`src/rtl/spi_fl_sequencer_if.sv`:
```
// Request/response and spi_master_fl handshake bundle shared by the CPU-side
// controller, the command sequencer and the SPI flash master.
interface spi_fl_sequencer_if;
    logic        req_valid;
    logic        req_ready;
    logic [1:0]  req_op;
    logic [23:0] req_addr;
    logic [7:0]  req_data;
    logic        resp_valid;
    logic [7:0]  resp_data;
    logic        resp_err;
    logic [7:0]  spi_data_in;
    logic [23:0] spi_address;
    logic [7:0]  spi_command;
    logic        spi_validflag;
    logic        spi_tofrom_fl;
    logic [7:0]  spi_data_out;
    logic        spi_validflag_out;
    logic        spi_tready;

    // Sequencer side
    modport slave (
        input  req_valid, req_op, req_addr, req_data,
        input  spi_data_out, spi_validflag_out, spi_tready,
        output req_ready, resp_valid, resp_data, resp_err,
        output spi_data_in, spi_address, spi_command, spi_validflag, spi_tofrom_fl
    );

    // CPU controller plus flash master environment
    modport master (
        output req_valid, req_op, req_addr, req_data,
        output spi_data_out, spi_validflag_out, spi_tready,
        input  req_ready, resp_valid, resp_data, resp_err,
        input  spi_data_in, spi_address, spi_command, spi_validflag, spi_tofrom_fl
    );
endinterface

```
`src/rtl/spi_fl_sequencer.sv`:
```
module spi_fl_sequencer #(
    parameter logic [7:0]  CMD_READ = 8'h03,
    parameter logic [7:0]  CMD_WREN = 8'h06,
    parameter logic [7:0]  CMD_PP   = 8'h02,
    parameter logic [7:0]  CMD_SE   = 8'h20,
    parameter logic [7:0]  CMD_RDSR = 8'h05,
    parameter int unsigned WIP_BIT  = 0,
    parameter logic [15:0] POLL_MAX = 16'd4096
) (
    input  logic              clk,
    input  logic              rst,
    spi_fl_sequencer_if.slave bus
);
    typedef enum logic [2:0] {
        S_IDLE, S_ISSUE, S_WAIT_BUSY, S_WAIT_DONE, S_NEXT, S_RESP
    } state_t;

    localparam logic [1:0] OP_READ  = 2'd0;
    localparam logic [1:0] OP_PROG  = 2'd1;
    localparam logic [1:0] OP_ERASE = 2'd2;

    state_t      state_q;
    logic [1:0]  op_q;
    logic [1:0]  step_q;
    logic [23:0] addr_q;
    logic [7:0]  data_q;
    logic [7:0]  cap_q;
    logic        req_ready_q;
    logic        resp_valid_q;
    logic [7:0]  resp_data_q;
    logic        vf_q;
    logic        tofrom_q;
    logic [7:0]  cmd_q;
    logic [23:0] spi_addr_q;
    logic [7:0]  din_q;
    logic        poll_limit;

`ifdef SPI_FL_SEQ_TIMEOUT_EN
    logic [15:0] poll_q;
    logic        resp_err_q;
    assign poll_limit   = (poll_q == POLL_MAX);
    assign bus.resp_err = resp_err_q;
`else
    assign poll_limit   = 1'b0;
    assign bus.resp_err = 1'b0;
`endif

    logic [7:0]  step_cmd;
    logic        step_wr;
    logic        step_loop;
    logic        step_last;
    logic [23:0] step_addr;
    logic [7:0]  step_din;

    always_comb begin
        step_cmd  = CMD_RDSR;
        step_wr   = 1'b0;
        step_loop = 1'b0;
        step_last = 1'b1;
        step_addr = 24'd0;
        step_din  = 8'd0;
        case (op_q)
            OP_READ: begin
                step_cmd  = CMD_READ;
                step_addr = addr_q;
            end
            OP_PROG, OP_ERASE: begin
                case (step_q)
                    2'd0: begin
                        step_cmd  = CMD_WREN;
                        step_wr   = 1'b1;
                        step_last = 1'b0;
                    end
                    2'd1: begin
                        step_cmd  = (op_q == OP_PROG) ? CMD_PP : CMD_SE;
                        step_wr   = 1'b1;
                        step_last = 1'b0;
                        step_addr = addr_q;
                        step_din  = (op_q == OP_PROG) ? data_q : 8'd0;
                    end
                    default: step_loop = 1'b1;
                endcase
            end
            default: ;
        endcase
    end

    always_ff @(posedge clk or negedge rst) begin
        if (!rst) begin
            state_q      <= S_IDLE;
            op_q         <= 2'd0;
            step_q       <= 2'd0;
            addr_q       <= 24'd0;
            data_q       <= 8'd0;
            cap_q        <= 8'd0;
            req_ready_q  <= 1'b1;
            resp_valid_q <= 1'b0;
            resp_data_q  <= 8'd0;
            vf_q         <= 1'b0;
            tofrom_q     <= 1'b0;
            cmd_q        <= 8'd0;
            spi_addr_q   <= 24'd0;
            din_q        <= 8'd0;
`ifdef SPI_FL_SEQ_TIMEOUT_EN
            poll_q       <= 16'd0;
            resp_err_q   <= 1'b0;
`endif
        end else begin
            if (state_q != S_IDLE && bus.spi_validflag_out)
                cap_q <= bus.spi_data_out;

            case (state_q)
                S_IDLE: begin
                    if (bus.req_valid) begin
                        op_q        <= bus.req_op;
                        addr_q      <= bus.req_addr;
                        data_q      <= bus.req_data;
                        step_q      <= 2'd0;
                        cap_q       <= 8'd0;
                        req_ready_q <= 1'b0;
`ifdef SPI_FL_SEQ_TIMEOUT_EN
                        poll_q      <= 16'd0;
`endif
                        state_q     <= S_ISSUE;
                    end
                end
                S_ISSUE: begin
                    if (bus.spi_tready) begin
                        vf_q       <= 1'b1;
                        cmd_q      <= step_cmd;
                        tofrom_q   <= step_wr;
                        spi_addr_q <= step_addr;
                        din_q      <= step_din;
                        state_q    <= S_WAIT_BUSY;
                    end
                end
                S_WAIT_BUSY: begin
                    vf_q <= 1'b0;
                    if (!bus.spi_tready)
                        state_q <= S_WAIT_DONE;
                end
                S_WAIT_DONE: begin
                    if (bus.spi_tready)
                        state_q <= S_NEXT;
                end
                S_NEXT: begin
                    if (step_loop && cap_q[WIP_BIT] && !poll_limit) begin
`ifdef SPI_FL_SEQ_TIMEOUT_EN
                        poll_q  <= poll_q + 16'd1;
`endif
                        state_q <= S_ISSUE;
                    end else if (step_last) begin
                        resp_valid_q <= 1'b1;
                        resp_data_q  <= cap_q;
`ifdef SPI_FL_SEQ_TIMEOUT_EN
                        resp_err_q   <= step_loop && cap_q[WIP_BIT];
`endif
                        state_q      <= S_RESP;
                    end else begin
                        step_q  <= step_q + 2'd1;
                        state_q <= S_ISSUE;
                    end
                end
                S_RESP: begin
                    resp_valid_q <= 1'b0;
`ifdef SPI_FL_SEQ_TIMEOUT_EN
                    resp_err_q   <= 1'b0;
`endif
                    req_ready_q  <= 1'b1;
                    state_q      <= S_IDLE;
                end
                default: state_q <= S_IDLE;
            endcase
        end
    end

    assign bus.req_ready     = req_ready_q;
    assign bus.resp_valid    = resp_valid_q;
    assign bus.resp_data     = resp_data_q;
    assign bus.spi_validflag = vf_q;
    assign bus.spi_tofrom_fl = tofrom_q;
    assign bus.spi_command   = cmd_q;
    assign bus.spi_address   = spi_addr_q;
    assign bus.spi_data_in   = din_q;
endmodule

```
`src/flat_wrapper.sv`:
```
// flat-port wrapper written by rule: the top's interface ports become plain ports
module spi_fl_sequencer_flat 
#(
    parameter logic [7:0]  CMD_READ = 8'h03,
    parameter logic [7:0]  CMD_WREN = 8'h06,
    parameter logic [7:0]  CMD_PP   = 8'h02,
    parameter logic [7:0]  CMD_SE   = 8'h20,
    parameter logic [7:0]  CMD_RDSR = 8'h05,
    parameter int unsigned WIP_BIT  = 0,
    parameter logic [15:0] POLL_MAX = 16'd4096
)
  (clk, rst, bus_req_valid, bus_req_op, bus_req_addr, bus_req_data, bus_spi_data_out, bus_spi_validflag_out, bus_spi_tready, bus_req_ready, bus_resp_valid, bus_resp_data, bus_resp_err, bus_spi_data_in, bus_spi_address, bus_spi_command, bus_spi_validflag, bus_spi_tofrom_fl);
  spi_fl_sequencer_if bus_i ();
  input  logic clk;
  input  logic rst;
  input wire logic [$bits(bus_i.req_valid)-1:0] bus_req_valid;
  input wire logic [$bits(bus_i.req_op)-1:0] bus_req_op;
  input wire logic [$bits(bus_i.req_addr)-1:0] bus_req_addr;
  input wire logic [$bits(bus_i.req_data)-1:0] bus_req_data;
  input wire logic [$bits(bus_i.spi_data_out)-1:0] bus_spi_data_out;
  input wire logic [$bits(bus_i.spi_validflag_out)-1:0] bus_spi_validflag_out;
  input wire logic [$bits(bus_i.spi_tready)-1:0] bus_spi_tready;
  output wire logic [$bits(bus_i.req_ready)-1:0] bus_req_ready;
  output wire logic [$bits(bus_i.resp_valid)-1:0] bus_resp_valid;
  output wire logic [$bits(bus_i.resp_data)-1:0] bus_resp_data;
  output wire logic [$bits(bus_i.resp_err)-1:0] bus_resp_err;
  output wire logic [$bits(bus_i.spi_data_in)-1:0] bus_spi_data_in;
  output wire logic [$bits(bus_i.spi_address)-1:0] bus_spi_address;
  output wire logic [$bits(bus_i.spi_command)-1:0] bus_spi_command;
  output wire logic [$bits(bus_i.spi_validflag)-1:0] bus_spi_validflag;
  output wire logic [$bits(bus_i.spi_tofrom_fl)-1:0] bus_spi_tofrom_fl;
  assign bus_i.req_valid = bus_req_valid;
  assign bus_i.req_op = bus_req_op;
  assign bus_i.req_addr = bus_req_addr;
  assign bus_i.req_data = bus_req_data;
  assign bus_i.spi_data_out = bus_spi_data_out;
  assign bus_i.spi_validflag_out = bus_spi_validflag_out;
  assign bus_i.spi_tready = bus_spi_tready;
  assign bus_req_ready = bus_i.req_ready;
  assign bus_resp_valid = bus_i.resp_valid;
  assign bus_resp_data = bus_i.resp_data;
  assign bus_resp_err = bus_i.resp_err;
  assign bus_spi_data_in = bus_i.spi_data_in;
  assign bus_spi_address = bus_i.spi_address;
  assign bus_spi_command = bus_i.spi_command;
  assign bus_spi_validflag = bus_i.spi_validflag;
  assign bus_spi_tofrom_fl = bus_i.spi_tofrom_fl;
  spi_fl_sequencer #(.CMD_READ(CMD_READ), .CMD_WREN(CMD_WREN), .CMD_PP(CMD_PP), .CMD_SE(CMD_SE), .CMD_RDSR(CMD_RDSR), .WIP_BIT(WIP_BIT), .POLL_MAX(POLL_MAX)) u_core (.clk(clk), .rst(rst), .bus(bus_i));
endmodule
```
`config.mk`:
```
export PLATFORM = sky130hd
export DESIGN_NAME = spi_fl_sequencer_flat
export DESIGN_NICKNAME = d
export VERILOG_FILES = /design/src/rtl/spi_fl_sequencer_if.sv /design/src/rtl/spi_fl_sequencer.sv /design/src/flat_wrapper.sv
export SDC_FILE = /design/constraint.sdc
export NUM_CORES = 1
export LEC_CHECK = 0
export CAP_MARGIN = 20
export CORE_ASPECT_RATIO = 0.5
export CORE_MARGIN = 2
export CORE_UTILIZATION = 49
export DETAILED_ROUTE_END_ITERATION = 7
export DONT_BUFFER_PORTS = 1
export SLEW_MARGIN = 20
export SYNTH_ARGS = -nofsm -noshare
export SYNTH_HDL_FRONTEND = slang
export SYNTH_SLANG_ARGS = --single-unit
```
`constraint.sdc`:
```
create_clock -name clk -period 2.7 [get_ports clk]
set_input_delay 0.135 -clock clk [delete_from_list [all_inputs] [get_ports clk]]
set_output_delay 0.135 -clock clk [all_outputs]
set_load 0.02 [all_outputs]
```
==> results of run 1 <==
[sequential cells by signal (all words and copies together) (netlist names), 2 cells and up]
register,cells
u_core.addr_q,24
u_core.bus.spi_address,24
u_core.bus.resp_data,8
u_core.bus.spi_data_in,8
u_core.cap_q,8
u_core.data_q,8
u_core.bus.spi_command,4
u_core.state_q,3
u_core.op_q,2
u_core.step_q,2
[per-layer routing]
layer  up-vias  global-route usage, %
met3         9                   8.59
li1       1208                      -
met5         -                      0
met2        87                   33.2
met4         0                   6.45
met1      1276                   23.7
[per-stage QoR]
| step | area, um^2 | std cells |
|---|---|---|
| detailed placement | 3970 | 426 |
| global route | 4740 | 487 |
| finish | 4740 | 487 |
| floorplan | 3910 | 338 |
| global placement | 3970 | 426 |
| CTS | 4740 | 487 |
[cell families after synthesis]
logic type	Yosys count
AND/OR/NAND/NOR	96
multiplexers	41
adder cells (fa/ha/maj)	6
other	1
buffers and inverters	29
flip-flops	95
XOR/XNOR	1
AO/OA/AOI/OAI	65
[cell usage in the layout (no fill, tap or decap), types with 2 or more instances in the layout]
master,count
dfrtp_1,94
nand2_1,73
dlygate4sd3_1,45
mux2_2,41
o21ai_1,19
a21oi_1,15
o21ai_0,13
nor2_1,11
clkbuf_16,9
a22o_1,8
ha_1,6
inv_1,5
conb_1,5
buf_4,4
clkinv_2,3
o31ai_2,2
nor2_2,2
o41ai_1,2
clkbuf_8,2
[layout make-up]
class	count	area (um^2)	area share, %
tap	108	135	2.85
inverter	5	18.8	0.396
timing repair buffer	50	508	10.7
clock inverter	4	45.0	0.950
multi-input combinational	214	1410	29.6
sequential	95	2380	50.1
clock buffer	11	253	5.33
[critical path, cell delays in order (launching register included)]
cell,delay (ns)
dfrtp_1,0.56
nand4bb_2,0.59
buf_4,0.39
a22o_1,0.27
[what timing repair did]
item	in CTS	in global routing
hold endpoints to repair	138	0
hold buffers	46	0
gates resized for setup	0	0
[power by group through the flow]
| stage | clock [uW] | sequential, uW | combinational [uW] |
|---|---|---|---|
| 2_1_floorplan | 0 | 2450 | 1180 |
| 3_3_place_gp | 0 | 2610 | 1290 |
| 3_5_place_dp | 0 | 2640 | 1350 |
| 4_1_cts | 1280 | 2610 | 1450 |
| 5_1_grt | 1360 | 2690 | 1620 |
| 6_report | 1240 | 2610 | 1430 |
[worst max-delay path by stage]
stage / start / end / depth (start not counted)
4_1_cts: u_core.state_q[2] / u_core.bus.spi_data_in[5] / 3
3_5_place_dp: u_core.state_q[2] / u_core.bus.spi_data_in[5] / 3
2_1_floorplan: u_core.op_q[0] / u_core.bus.spi_address[3] / 7
6_report: u_core.state_q[2] / u_core.bus.spi_data_in[5] / 3
3_3_place_gp: u_core.state_q[2] / u_core.bus.spi_data_in[4] / 3
5_1_grt: u_core.state_q[2] / u_core.bus.spi_command[0] / 3
==> flow_summary.json, run 1 <==
{
  "clk_latency_ns": 0.34,
  "r2r_cells": 3,
  "required_ns": 2.92,
  "swShare_pct": 35.7,
  "r2r-end": "u_core.bus.spi_data_in[5]",
  "rsz0062_at_grt": "false",
  "synth_edf_count": 0,
  "cp_max_fo": 29,
  "antenna_found_initial": 0,
  "cts-htree-levels": 3,
  "leakagePower_uw": 0.00209,
  "grt_max_degree": 96,
  "grt_pass1_wl_um": 12900,
  "syn_inst": 334,
  "wl_met3_um": 679,
  "tns_ns": 0,
  "clkTransAtPathRegs_ns": 0.06,
  "intPower_uw": 3400,
  "cts_root_buf": "clkbuf_16",
  "power_frac_seq_pct": 49.3,
  "fin_crit_sh_pct": 71.5,
  "drt-pass1-iter-count": 4,
  "crit_path_start_kind": "register",
  "fin_skew_ns": 0.00485,
  "drive_above_1_share_pct": 19.0,
  "synth_compound_area_share_pct": 10.1,
  "async_flop_share_pct": 100,
  "place_ws_ns": 0.771,
  "start_util_pct": 51.9,
  "power.total_uw": 5280,
  "crit_arrival_ns": 2.15,
  "synth_top_family_by_area": "multiplexers",
  "ios": 100,
  "cts_buffers": 9,
  "yosys-top-cells-count": "dfrtp_1 (94), nand2_1 (73), mux2_2 (41), o21ai_1 (19), a21oi_1 (15)",
  "slew_violations": 0,
  "synth_adder_area_share_pct": 1.93,
  "maxCapViolCount": 0,
  "pwr_density_cell_mw_per_mm2": 1110,
  "crit_path_end_kind": "register",
  "via_per_inst": 5.30,
  "drt-initial-drc-count": 120,
  "vdd_ir_drop_max_mv": 0.505,
  "synth_area_leaders": "dfrtp_1 (60%), mux2_2 (12%), nand2_1 (7.0%)",
  "hold_end": "u_core.state_q[1]",
  "final_core_util_pct": 63.1,
  "yosysMostFrequentCell": "dfrtp_1",
  "grt_pass1_vias": 2613,
  "rr_startpoint": "u_core.state_q[2]",
  "final_hold_viol_count": 0,
  "place.gp.congestion": 0.811,
  "holdCritPathClass": "in -> reg",
  "portBuffers": 0,
  "clock.fmax_mhz": 518,
  "wl_met1_um": 3270,
  "drt_wl_total_um": 7800,
  "post-route-drc-count": 0,
  "relSlewSlack_pct": 59.8,
  "num_antenna_cells": 0,
  "post_cts_buffers": 0,
  "synth-simple-area-share_pct": 10.7,
  "synth_area_mm2": 0.00390,
  "highest_layer": "met4",
  "rows": 22,
  "tritoncts": "done",
  "timing_worst_setup_path_type": "reg -> reg",
  "grt_overflow": 0,
  "die_x_um": 130,
  "setup_slack_ns": 0.768,
  "p_clk_share_pct": 23.5,
  "worst_hold_slack_ns": 0.0386,
  "fin_nets": 428,
  "p_comb_share_pct": 27.2,
  "synth.distinct_cells": 35,
  "yosysTopAreaCellShare_pct": 60.4,
  "wl_per_cell_um": 16.0,
  "synth_mux_area_share_pct": 11.8,
  "place_hpwl_um": 4960,
  "synth.avg_cell_area_um2": 11.7,
  "areaGrowthSynthToFinish_pct": 21.7,
  "fin_crit_ns": 1.93,
  "yosys_most_used_dff": "dfrtp_1",
  "die_area_mm2": 0.00873,
  "holdPathStages": 3,
  "r2r_slack_ns": 0.77,
  "met2_length_um": 3770,
  "numClockSinks": 95,
  "tightest_slew_ns": 0.600,
  "synth_top_area_cell": "dfrtp_1",
  "synth_seq_cells": 95,
  "switchingPower_uw": 1890,
  "die_h_um": 67.1,
  "fillCellCount": 599,
  "synth-xor-area-share_pct": 0.225,
  "outcome": "finished, final reports clean",
  "hold_start": "bus_spi_tready",
  "via_count": 2580,
  "core_mm2": 0.00751,
  "setup_violations": 0,
  "ys_warn_count": 0,
  "ant_nets": 0,
  "seq_area_frac_synth_pct": 61.0,
  "cts_buffer_depth": 2,
  "grt_use_total_pct": 20.0
}
Power figures use the tool's default switching activity.
==> run 2, diff against run 1 <==
--- a/config.mk
+++ b/config.mk
@@ -5,12 +5,14 @@
 export SDC_FILE = /design/constraint.sdc
 export NUM_CORES = 1
 export LEC_CHECK = 0
+export ABC_AREA = 1
 export CAP_MARGIN = 20
 export CORE_ASPECT_RATIO = 0.5
 export CORE_MARGIN = 2
 export CORE_UTILIZATION = 49
 export DETAILED_ROUTE_END_ITERATION = 7
 export DONT_BUFFER_PORTS = 1
+export PLACE_DENSITY = 0.66
 export SLEW_MARGIN = 20
 export SYNTH_ARGS = -nofsm -noshare
 export SYNTH_HDL_FRONTEND = slang
==> constraint.sdc (replaced) <==
create_clock -name clk -period 1.55 [get_ports clk]
set_input_delay 0.0775 -clock clk [delete_from_list [all_inputs] [get_ports clk]]
set_output_delay 0.0775 -clock clk [all_outputs]
set_load 0.02 [all_outputs]
==> flow_summary.json, run 2 <==
{
  "grt_max_degree": 96,
  "via_per_inst": 4.79,
  "synth_adder_area_share_pct": 1.80,
  "post-route-drc-count": 0,
  "postLayoutCellArea_mm2": 0.00510,
  "fin_crit_ns": 1.45,
  "start_util_pct": 51.4,
  "clkTransAtPathRegs_ns": 0.06,
  "ant_nets": 0,
  "multiInputGateArea_mm2": 0.00153,
  "antenna_found_initial": 0,
  "synth.distinct_cells": 26,
  "outcome": "finished with violations",
  "syn_inst": 453,
  "placed_cells": 561,
  "final_hold_viol_count": 95,
  "die_area_mm2": 0.00930,
  "synth_mux_area_share_pct": 0,
  "grt_use_total_pct": 19.9,
  "leakagePower_uw": 0.00249,
  "num_antenna_cells": 0,
  "fin_nets": 559,
  "yosysMostFrequentCell": "nand2_1",
  "final_common_cell": "nand2_1",
  "cts_buffer_depth": 2,
  "yosys-top-cells-count": "nand2_1 (194), dfrtp_1 (94), o21ai_2 (28), o21ai_0 (25)",
  "grt_pass1_vias": 3122,
  "worst_hold_slack_ns": -0.566,
  "tritoncts": "done",
  "fillCellCount": 690,
  "ys_warn_count": 0,
  "required_ns": 1.80,
  "cts-htree-levels": 3,
  "synth_seq_cells": 95,
  "yosysTopAreaCellShare_pct": 56.4,
  "violations": "hold timing",
  "die_h_um": 69.2,
  "fin_cells": 623,
  "drt-pass1-iter-count": 4,
  "cp_max_fo": 9,
  "crit_path_end_kind": "register",
  "synth.avg_cell_area_um2": 9.20,
  "final_cell_mix": "nand2_1 (194), dfrtp_1 (94), dlygate4sd3_1 (43)",
  "tns_ns": 0,
  "crit_path_start_kind": "register",
  "areaGrowthSynthToFinish_pct": 22.5,
  "rsz0062_at_grt": "false",
  "rows": 23,
  "synth-simple-area-share_pct": 23.7,
  "core_mm2": 0.00812,
  "die_x_um": 134,
  "drt-initial-drc-count": 190,
  "timing_worst_setup_path_type": "reg -> reg",
  "vdd_ir_drop_max_mv": 0.742,
  "fin_skew_ns": 0.00581,
  "slew_violations": 0,
  "place.gp.congestion": 0.806,
  "final_core_util_pct": 62.9,
  "hold_buffers": 43,
  "drive_above_1_share_pct": 16.4,
  "pwr_density_cell_mw_per_mm2": 2030,
  "synth_edf_count": 0,
  "via_count": 2985,
  "seq_area_frac_synth_pct": 57.1,
  "wl_per_cell_um": 13.8,
  "cts_root_buf": "clkbuf_16",
  "ios": 100,
  "dpl-instance-area_mm2": 0.00427,
  "setup_violations": 0,
  "crit_arrival_ns": 1.70,
  "grt_pass1_wl_um": 14700,
  "clk_latency_ns": 0.33,
  "synth_compound_area_share_pct": 10.3,
  "synth-xor-area-share_pct": 0,
  "place_hpwl_um": 5440,
  "synth_area_leaders": "dfrtp_1 (56%), nand2_1 (17%), o21ai_2 (5.9%)",
  "register_area_mm2": 0.00238,
  "maxCapViolCount": 0,
  "synth_top_family_by_area": "simple AND/OR/NAND/NOR gates",
  "drt_wl_total_um": 8570,
  "yosys_most_used_dff": "dfrtp_1",
  "async_flop_share_pct": 100,
  "fin_crit_sh_pct": 93.3,
  "clock.fmax_mhz": 692,
  "synth_top_area_cell": "dfrtp_1",
  "portBuffers": 0,
  "holdCritPathClass": "in -> async",
  "grt_overflow": 0,
  "numClockSinks": 95,
  "cts_buffers": 9,
  "synth_area_mm2": 0.00417
}
## run 2: critical path: stages, from the launching register on
cell     delay, ns
dfrtp_1       0.36
inv_2         0.06
ha_4          0.30
nand2_2       0.06
buf_4         0.13
nor2_2        0.10
buf_6         0.15
nand2_1       0.05
o21ai_0       0.15
## run 2: worst paths after layout
check / slack [ns] / cells past startpoint / startpoint / end
worst min register to register: 0.48 / 2 / u_core.data_q[6] / u_core.data_q[6]
worst max-delay path: 0.10 / 8 / u_core.op_q[1] / u_core.bus.spi_data_in[2]
max in group asynchronous: 1.94 / 0 / rst / u_core.bus.req_ready
worst min-delay path: -0.57 / 0 / rst / u_core.state_q[2]
worst max register to register: 0.10 / 8 / u_core.op_q[1] / u_core.bus.spi_data_in[2]
min in group clk: 0.03 / 4 / bus_spi_tready / u_core.state_q[1]
## run 2: area by class of cell
type                            instances  share of cell area, %
Sequential cell                        95                   46.6
Multi-Input combinational cell        313                   30.0
Timing Repair Buffer                   62                   12.2
Clock buffer                           12                   5.02
Tap cell                              112                   2.75
Inverter                               25                   1.99
Clock inverter                          4                   1.50
## run 2: power by group
part / internal [uW] / switching [uW]
clock: 1510 / 901
combinational: 1370 / 1910
sequential: 3480 / 1220
## run 2: what timing repair did
| action | CTS | global route |
|---|---|---|
| endpoints found under the setup margin | 22 | 51 |
| gates resized for setup | 3 | 9 |
| pin swaps | 1 | 2 |
| hold endpoints to repair | 138 | 95 |
| buffers inserted | 1 | 2 |
## run 2: cells by family (layout without fill, tap and decap cells)
logic type / count (synthesis) / count (layout)
and+or+nand+nor: 240 / 240
DFF: 95 / 95
other: 1 / 5
buffers and inverters: 49 / 103
adders and majority gates: 6 / 6
AOI/OAI and AO/OA: 62 / 62
## run 2: routing by layer
metal	track usage [%]	vias to the layer above	part of all wire (%)
li1	-	1521	-
met1	26.4	1376	45
met2	32.0	86	47
met3	6.43	2	7.0
met4	5.26	0	0.32
met5	0	-	0
## run 2: through the flow
stage          setup slack (ns)  power [uW]
2_1_floorplan            0.0391        6930
3_3_place_gp            -0.0513        7680
3_5_place_dp             -0.112        7770
4_1_cts                  0.0487       10400
5_1_grt                  0.0130       11200
6_report                  0.104       10400
==> run 3, diff against run 2 <==
--- a/config.mk
+++ b/config.mk
@@ -7,12 +7,14 @@
 export LEC_CHECK = 0
 export ABC_AREA = 1
 export CAP_MARGIN = 20
+export CELL_PAD_IN_SITES_DETAIL_PLACEMENT = 1
+export CELL_PAD_IN_SITES_GLOBAL_PLACEMENT = 2
 export CORE_ASPECT_RATIO = 0.5
 export CORE_MARGIN = 2
-export CORE_UTILIZATION = 49
+export CORE_UTILIZATION = 34
 export DETAILED_ROUTE_END_ITERATION = 7
 export DONT_BUFFER_PORTS = 1
-export PLACE_DENSITY = 0.66
+export PLACE_DENSITY_LB_ADDON = 0.1
 export SLEW_MARGIN = 20
 export SYNTH_ARGS = -nofsm -noshare
 export SYNTH_HDL_FRONTEND = slang
==> constraint.sdc (replaced) <==
create_clock -name clk -period 1.55 [get_ports clk]
set_input_delay 0.155 -clock clk [delete_from_list [all_inputs] [get_ports clk]]
set_output_delay 0.155 -clock clk [all_outputs]
set_load 0.02 [all_outputs]
==> flow_summary.json, run 3 (same netlist as run 2, synthesis figures left out) <==
{
  "outcome": "finished with violations",
  "violations": "hold timing",
  "place_hpwl_um": 6860,
  "ios": 100,
  "via_per_inst": 4.65,
  "clk_latency_ns": 0.34,
  "grt_pass1_wl_um": 16800,
  "power_frac_seq_pct": 43.5,
  "p_comb_share_pct": 34.5,
  "via_count": 3124,
  "fin_crit_sh_pct": 95.3,
  "crit_path_start_kind": "register",
  "drive_above_1_share_pct": 18.5,
  "place.gp.congestion": 0.735,
  "intPower_uw": 6460,
  "p_clk_share_pct": 22.0,
  "clkTransAtPathRegs_ns": 0.07,
  "numClockSinks": 95,
  "setup_violations": 0,
  "tritoncts": "done",
  "cts-htree-levels": 3,
  "fillCellCount": 1351,
  "cts_buffer_depth": 2,
  "grt_max_degree": 96,
  "portBuffers": 0,
  "fin_crit_ns": 1.48,
  "r2r_slack_ns": 0.07,
  "grt_pass1_vias": 3212,
  "drt_wl_total_um": 10600,
  "fin_nets": 555,
  "cp_max_fo": 12,
  "antenna_found_initial": 0,
  "start_util_pct": 35.1,
  "cp.buffers_inverters": 3,
  "timing_worst_setup_path_type": "reg -> reg",
  "final_core_util_pct": 43.7,
  "cts_buffers": 9,
  "crit_slowest_cell": "dfrtp_1",
  "swShare_pct": 40.6,
  "final_hold_viol_count": 96,
  "num_antenna_cells": 0,
  "final_common_cell": "nand2_1",
  "rr_startpoint": "u_core.op_q[0]",
  "die_x_um": 161,
  "core_mm2": 0.0119,
  "crit_arrival_ns": 1.74,
  "path_delay_family": "flip-flops",
  "drt-pass1-iter-count": 4,
  "die_area_mm2": 0.0132,
  "worst_hold_slack_ns": -0.492,
  "tns_ns": 0,
  "cts_root_buf": "clkbuf_16",
  "required_ns": 1.82,
  "slew_violations": 0,
  "clock.fmax_mhz": 677,
  "r2r_cells": 8,
  "rows": 28,
  "r2r-end": "u_core.bus.spi_address[18]",
  "pwr_density_cell_mw_per_mm2": 2100,
  "maxCapViolCount": 0,
  "final_cell_mix": "nand2_1 (190), dfrtp_1 (94), dlygate4sd3_1 (37)",
  "grt_overflow": 0,
  "die_h_um": 82.3,
  "crit_path_end_kind": "register",
  "areaGrowthSynthToFinish_pct": 24.6,
  "switchingPower_uw": 4410,
  "fin_skew_ns": 0.00741,
  "post-route-drc-count": 0,
  "vdd_ir_drop_max_mv": 0.657,
  "hold_buffers": 37,
  "cpPeakStageDelay_ns": 0.37,
  "ant_nets": 0,
  "holdCritPathClass": "in -> async",
  "cp_cell_sequence": "inv_2 -> ha_4 -> buf_4 -> nand2_2 -> nand2_4 -> buf_12 -> nand2_1 -> o21ai_2",
  "wl_per_cell_um": 15.8,
  "drt-initial-drc-count": 151,
  "leakagePower_uw": 0.00246,
  "grt_use_total_pct": 16.5
}
==> run 3: cell count changes in the layout (fill, tap and decap cells not counted), sizes merged <==
| cell | previous run | this run |
|---|---|---|
| buf | 19 | 17 |
| clkbuf | 12 | 11 |
| clkinv | 0 | 3 |
| clkinvlp | 1 | 2 |
| dlygate4sd3 | 43 | 37 |
| inv | 26 | 24 |
| nand3 | 14 | 17 |
==> run 3: how the worst max path moves through the flow <==
stage,from,end,slack (ns),cells past startpoint
final,u_core.op_q[0],u_core.bus.spi_address[18],0.07,8
after global routing,u_core.state_q[1],u_core.bus.resp_data[7],-0.03,7
after CTS,u_core.op_q[1],u_core.bus.resp_valid,0.005,9
after detailed placement,u_core.op_q[0],u_core.bus.resp_data[3],-0.15,8
after global placement,u_core.op_q[1],u_core.bus.resp_data[5],-0.03,8
after floorplan,u_core.op_q[0],u_core.state_q[2],0.04,9
==> run 3: cell type report <==
cell class                      instances  area [um^2]  area share [%]
Clock buffer                           10          239            4.60
Clock inverter                          6         93.8            1.81
Inverter                               25          108            2.07
Multi-Input combinational cell        316         1600            30.9
Sequential cell                        95         2380            45.8
Tap cell                              165          206            3.98
Timing Repair Buffer                   55          564            10.9
==> run 3: metrics by stage <==
step | instance area, um^2 | cells | worst slack [ns] | power, uW
2_1_floorplan | 4180 | 457 | 0.0391 | 6930
3_3_place_gp | 4330 | 611 | -0.0291 | 7720
3_5_place_dp | 4330 | 611 | -0.145 | 7950
4_1_cts | 5060 | 665 | 0.00455 | 10600
5_1_grt | 5190 | 672 | -0.0266 | 11700
6_report | 5190 | 672 | 0.0732 | 10900
==> run 3: what timing repair did <==
action	in CTS	in global routing
pin swaps	1	5
endpoints found under the setup margin	39	69
gates resized for setup	4	24
cloned	1	4
endpoints found under the hold margin	132	95
setup buffers	0	3
==> run 3: power by group through the flow <==
| stage | registers (uW) | logic (uW) | clock network [uW] |
|---|---|---|---|
| global placement | 4730 | 2990 | 0 |
| detailed placement | 4780 | 3170 | 0 |
| floorplan | 4540 | 2390 | 0 |
| CTS | 4740 | 3360 | 2480 |
| finish | 4730 | 3750 | 2400 |
| global route | 4880 | 4260 | 2610 |
==> run 3: metal layers <==
layer | global-route usage, % | part of all wire [%] | vias to the layer above
li1 | - | - | 1517
met1 | 19.7 | 45 | 1528
met2 | 29.1 | 48 | 72
met3 | 6.64 | 7.3 | 7
met4 | 3.06 | 0.53 | 0
met5 | 0 | 0 | -
